**config.mk**
```make
export PLATFORM = sky130hd
export DESIGN_NAME = serial_adder_ctrl_flat
export DESIGN_NICKNAME = d
export VERILOG_FILES = /design/src/rtl/adder_pkg.sv /design/src/rtl/serial_adder_ctrl_if.sv /design/src/rtl/serial_adder_ctrl_fa.sv /design/src/rtl/serial_adder_ctrl.sv /design/src/flat_wrapper.sv
export SDC_FILE = /design/constraint.sdc
export NUM_CORES = 1
export LEC_CHECK = 0
export ABC_AREA = 1
export CAP_MARGIN = 30
export CORE_ASPECT_RATIO = 1.2
export CORE_UTILIZATION = 40
export CTS_BUF_LIST = sky130_fd_sc_hd__clkbuf_4 sky130_fd_sc_hd__clkbuf_8
export DETAILED_ROUTE_END_ITERATION = 16
export DONT_BUFFER_PORTS = 1
export MAX_ROUTING_LAYER = met4
export SLEW_MARGIN = 20
export SYNTH_ARGS = -nofsm -noshare
export SYNTH_HDL_FRONTEND = slang
export SYNTH_SLANG_ARGS = --single-unit
```
**constraint.sdc**
```tcl
create_clock -name clk -period 2 [get_ports clk]
set_clock_uncertainty 0.1 [all_clocks]
set_input_delay 0.2 -clock clk [delete_from_list [all_inputs] [get_ports clk]]
set_output_delay 0.2 -clock clk [all_outputs]
set_load 0.01 [all_outputs]
```
**src/rtl/adder_pkg.sv**
```systemverilog
// Shared types and defaults for the bit-serial adder block.
package adder_pkg;

  localparam int DEFAULT_WIDTH = 8;

  typedef enum logic [1:0] {
    IDLE,
    SHIFT,
    DONE
  } serial_add_state_t;

endpackage

```
**src/rtl/serial_adder_ctrl_if.sv**
```systemverilog
// Start/busy/done handshake plus operand and result buses of the serial adder.
interface serial_adder_ctrl_if
  import adder_pkg::*;
#(
  parameter int WIDTH = DEFAULT_WIDTH
);

  logic             start;
  logic [WIDTH-1:0] a;
  logic [WIDTH-1:0] b;
  logic             busy;
  logic             done;
  logic [WIDTH-1:0] sum;
  logic             carry_out;

  modport master (
    output start, a, b,
    input  busy, done, sum, carry_out
  );

  modport slave (
    input  start, a, b,
    output busy, done, sum, carry_out
  );

endinterface

```
**src/rtl/serial_adder_ctrl_fa.sv**
```systemverilog
// Full-adder cell built from two behavioral half adders and an OR on the carries.
module half_adder_behavioral (
  input  logic i_a,
  input  logic i_b,
  output logic o_sum,
  output logic o_carry
);

  assign o_sum   = i_a ^ i_b;
  assign o_carry = i_a & i_b;

endmodule

module full_adder_hb (
  input  logic i_a,
  input  logic i_b,
  input  logic i_cin,
  output logic o_sum,
  output logic o_cout
);

  logic w_s0;
  logic w_c0;
  logic w_c1;

  half_adder_behavioral u_ha0 (
    .i_a     (i_a),
    .i_b     (i_b),
    .o_sum   (w_s0),
    .o_carry (w_c0)
  );

  half_adder_behavioral u_ha1 (
    .i_a     (w_s0),
    .i_b     (i_cin),
    .o_sum   (o_sum),
    .o_carry (w_c1)
  );

  // The two half-adder carries can never both be high, so OR is exact.
  assign o_cout = w_c0 | w_c1;

endmodule

```
**src/rtl/serial_adder_ctrl.sv**
```systemverilog
// Bit-serial unsigned adder: one bit per clock, LSB first, start/busy/done handshake.
module serial_adder_ctrl
  import adder_pkg::*;
#(
  parameter int WIDTH = DEFAULT_WIDTH
) (
  input logic                clk,
  input logic                rst_n,
  serial_adder_ctrl_if.slave bus
);

  localparam int              CW   = $clog2(WIDTH);
  localparam logic [CW-1:0]   LAST = CW'(WIDTH - 1);

  serial_add_state_t r_state;
  serial_add_state_t w_next_state;

  logic [WIDTH-1:0] r_ra;
  logic [WIDTH-1:0] r_rb;
  logic [WIDTH-1:0] r_acc;
  logic [CW-1:0]    r_bit_cnt;
  logic             r_carry;
  logic [WIDTH-1:0] r_sum;
  logic             r_carry_out;

  logic             w_cell_sum;
  logic             w_cell_carry;
  logic             w_load;
  logic             w_last;
  logic [WIDTH-1:0] w_acc_next;

  full_adder_hb u_fa (
    .i_a    (r_ra[0]),
    .i_b    (r_rb[0]),
    .i_cin  (r_carry),
    .o_sum  (w_cell_sum),
    .o_cout (w_cell_carry)
  );

  // start is only honoured outside SHIFT; during SHIFT it is simply ignored.
  assign w_load     = bus.start && (r_state != SHIFT);
  assign w_last     = (r_state == SHIFT) && (r_bit_cnt == LAST);
  assign w_acc_next = (r_acc >> 1) | {w_cell_sum, {(WIDTH-1){1'b0}}};

  // NOTE: sequential state uses non-blocking assignments so every register
  // samples pre-edge values, independent of statement order.
  always_ff @(posedge clk) begin
    if (!rst_n) r_state <= IDLE;
    else        r_state <= w_next_state;
  end

  // NOTE: default assigned first so no path through the case infers a latch.
  always_comb begin
    w_next_state = r_state;
    unique case (r_state)
      IDLE:    if (bus.start) w_next_state = SHIFT;
      SHIFT:   if (w_last)    w_next_state = DONE;
      DONE:    w_next_state = bus.start ? SHIFT : IDLE;
      default: w_next_state = IDLE;
    endcase
  end

  always_ff @(posedge clk) begin
    if (!rst_n) begin
      r_ra        <= '0;
      r_rb        <= '0;
      r_acc       <= '0;
      r_bit_cnt   <= '0;
      r_carry     <= 1'b0;
      r_sum       <= '0;
      r_carry_out <= 1'b0;
    end else if (w_load) begin
      r_ra      <= bus.a;
      r_rb      <= bus.b;
      r_acc     <= '0;
      r_bit_cnt <= '0;
      r_carry   <= 1'b0;
    end else if (r_state == SHIFT) begin
      r_ra      <= r_ra >> 1;
      r_rb      <= r_rb >> 1;
      r_acc     <= w_acc_next;
      r_carry   <= w_cell_carry;
      r_bit_cnt <= r_bit_cnt + CW'(1);
      // Result registers only move on the final bit, so they hold through SHIFT.
      if (w_last) begin
        r_sum       <= w_acc_next;
        r_carry_out <= w_cell_carry;
      end
    end
  end

  assign bus.busy      = (r_state == SHIFT);
  assign bus.done      = (r_state == DONE);
  assign bus.sum       = r_sum;
  assign bus.carry_out = r_carry_out;

endmodule

```
**src/flat_wrapper.sv**
```systemverilog
// flat-port wrapper written by rule: the top's interface ports become plain ports
module serial_adder_ctrl_flat import adder_pkg::*;
#(
  parameter int WIDTH = DEFAULT_WIDTH
)
  (clk, rst_n, bus_start, bus_a, bus_b, bus_busy, bus_done, bus_sum, bus_carry_out);
  serial_adder_ctrl_if #(.WIDTH(WIDTH)) bus_i ();
  input logic clk;
  input logic rst_n;
  input wire logic [$bits(bus_i.start)-1:0] bus_start;
  input wire logic [$bits(bus_i.a)-1:0] bus_a;
  input wire logic [$bits(bus_i.b)-1:0] bus_b;
  output wire logic [$bits(bus_i.busy)-1:0] bus_busy;
  output wire logic [$bits(bus_i.done)-1:0] bus_done;
  output wire logic [$bits(bus_i.sum)-1:0] bus_sum;
  output wire logic [$bits(bus_i.carry_out)-1:0] bus_carry_out;
  assign bus_i.start = bus_start;
  assign bus_i.a = bus_a;
  assign bus_i.b = bus_b;
  assign bus_busy = bus_i.busy;
  assign bus_done = bus_i.done;
  assign bus_sum = bus_i.sum;
  assign bus_carry_out = bus_i.carry_out;
  serial_adder_ctrl #(.WIDTH(WIDTH)) u_core (.clk(clk), .rst_n(rst_n), .bus(bus_i));
endmodule
```
==> impl_metrics.tcl <==
set metrics [dict create \
    status "finished clean" \
    cts_buffers 5 \
    vias_per_cell 4.823 \
    crit_path_max_fanout 24 \
    vdd.ir_drop.worst_mv 0.3454 \
    required_ns 2.11 \
    grt_usage 0.1755 \
    setup_tns_ns 0 \
    slowest_stage "dlygate4sd3_1" \
    grt_max_degree 25 \
    antenna_found_initial 0 \
    grt_pass1_vias 1245 \
    synthToLayoutAreaGrowth_pct 8.448 \
    fin_crit_ns 1.582 \
    drt-initial-drc-count 67 \
    die_x_um 60.26 \
    ys_seq_area_frac 0.4670 \
    cts_tree "yes" \
    overflow 0 \
    num_rows 25 \
    slew_headroom 0.3972 \
    critPathMaxStageDelay_ns 1.13 \
    wl_um 3253 \
    crit_chain "dlygate4sd3_1, inv_1, a21oi_1" \
    die-area_um2 4333 \
    finalHoldViolCount 0 \
    final_cell_mix "nand2_1, nand3_1, dfxtp_1" \
    cts.path.max_buffers 2 \
    path_class "in -> reg" \
    post_drt_wl_per_cell_um 11.74 \
    synth_cell_types 19 \
    layout.nets 244 \
    postCtsResizedCells 0 \
    dp_hpwl_um 2088 \
    start_kind "input pin" \
    finalSetupViolCount 0 \
    ctsRootBufferMaster "clkbuf_8" \
    first_pass_iters 4 \
    arrival_ns 1.69 \
    syn-num-nets 242 \
    grt_pass1_wl_um 5478 \
    initial_utilization 0.4166 \
    leakagePower_nw 0.8286 \
    final_common_cell "nand2_1" \
    cts_sinks 38 \
    holdWs_ns 0.01784 \
    cp-end-kind "register" \
    cap_violations 0 \
    min_path_type "in -> reg" \
    multiInputGateArea_um2 694.4 \
    cts.reportedPaths.clkPinSlew_ns 0.07 \
    vias 1336 \
    powerDensity_nw_per_um2 838.7 \
    final.period_utilization 0.7910 \
    rsz0062_at_grt "false" \
    drc 0 \
    max_freq_mhz 632.1 \
    n_antenna_cell 0 \
    clock_latency_ns 0.29 \
    tightest_slew_ns 0.9012 \
    ant_nets 0 \
    synth-seq-cells 38 \
    ys_warn_count 0 \
    num_io_pins 30 \
    n_fill_cell 411 \
    register_area_um2 760.7 \
    die_y_um 71.91 \
    drive_gt1_frac 0.08520 \
    synth_area_um2 1629 \
    drv_slew 0 \
    syn_area_per_cell_um2 7.405 \
    core_area_um2 3910 \
    netlist_instances 220 \
    numPortBuffers 0 \
    gp_congestion 0.7233 \
    htree_num_levels 2 \
]
[logic make-up (layout without fill, tap and decap cells)]
group | count (synthesis) | after routing | share of synthesized area
AO/OA/AOI/OAI | 15 | 15 | 0.04838
XOR/XNOR | 1 | 1 | 0.005377
adder cells (fa/ha/maj) | 3 | 3 | 0.02765
buffers and inverters | 34 | 37 | 0.1068
flip-flops | 38 | 38 | 0.4670
AND/OR/NAND/NOR | 129 | 129 | 0.3449
[power breakdown]
part | switching, mW | leakage (nW) | internal [mW]
Clock | 0.260 | 0.0517 | 0.292
Combinational | 0.0860 | 0.468 | 0.0488
Sequential | 0.0144 | 0.309 | 0.781
[critical path, delay by kind of cell]
| family | cells | cell delay [ns] |
|---|---|---|
| AO/OA/AOI/OAI | 1 | 0.17 |
| buffers and inverters | 2 | 1.32 |
[layer usage]
metal  track usage  part of all wire  vias up  routed length, um
met5             -                 0        -                  0
met2        0.2698              0.46       34               1508
met1        0.2063              0.45      594               1474
li1              -                 -      702                  -
met4       0.07494             0.017        0                 56
met3       0.05882             0.066        6                214
[synth_stat cells (all sizes together)]
library cell  count  share of area
a21oi            13          0.040
buf              13          0.058
dfxtp            38           0.47
fa                1          0.012
ha                2          0.015
inv              21          0.048
nand2            70           0.16
nand3            52           0.16
nor2              7          0.022
o21ai             2         0.0084
xor2              1         0.0054
[final cells by class]
type                            count  area share
Sequential cell                    38      0.4306
Multi-Input combinational cell    148      0.3931
Clock buffer                        7     0.05099
Inverter                           21     0.04462
Timing Repair Buffer                8     0.03966
Tap cell                           54     0.03824
Clock inverter                      1    0.002833
[registers in the layout, summed over array words and instances, names as in the netlist]
name	cells
u_core.bus.carry_out	1
u_core.bus.sum	8
u_core.r_acc	7
u_core.r_bit_cnt	3
u_core.r_carry	1
u_core.r_ra	8
u_core.r_rb	8
u_core.r_state	2
[final timing paths]
kind / start / endpoint / slack [ns] / cells after the start
setup / recovery: rst_n / u_core.r_state[0] / 0.42 / 3
hold reg to reg: u_core.r_bit_cnt[1] / u_core.r_bit_cnt[1] / 0.37 / 2
setup reg to reg: u_core.r_state[1] / u_core.r_ra[6] / 0.54 / 7
hold / removal: rst_n / u_core.r_state[1] / 0.02 / 2
[timing repair]
item | CTS | global route
hold endpoints to repair | 26 | 0
setup buffers | 0 | 0
hold buffers | 4 | 0
[stage by stage]
stage               worst slack, ns  utilization  total power, mW  std cells  instance area (um^2)
global route                 0.2560       0.4518            1.550        277                  1767
finish                       0.4179       0.4518            1.482        277                  1767
CTS                          0.4096       0.4518            1.500        277                  1767
detailed placement           0.5634       0.4173           0.9347        265                  1632
floorplan                    0.7982            -           0.9317        220                  1629
global placement             0.5956       0.4173           0.9329        265                  1632
(Power assumes the default switching activity.)
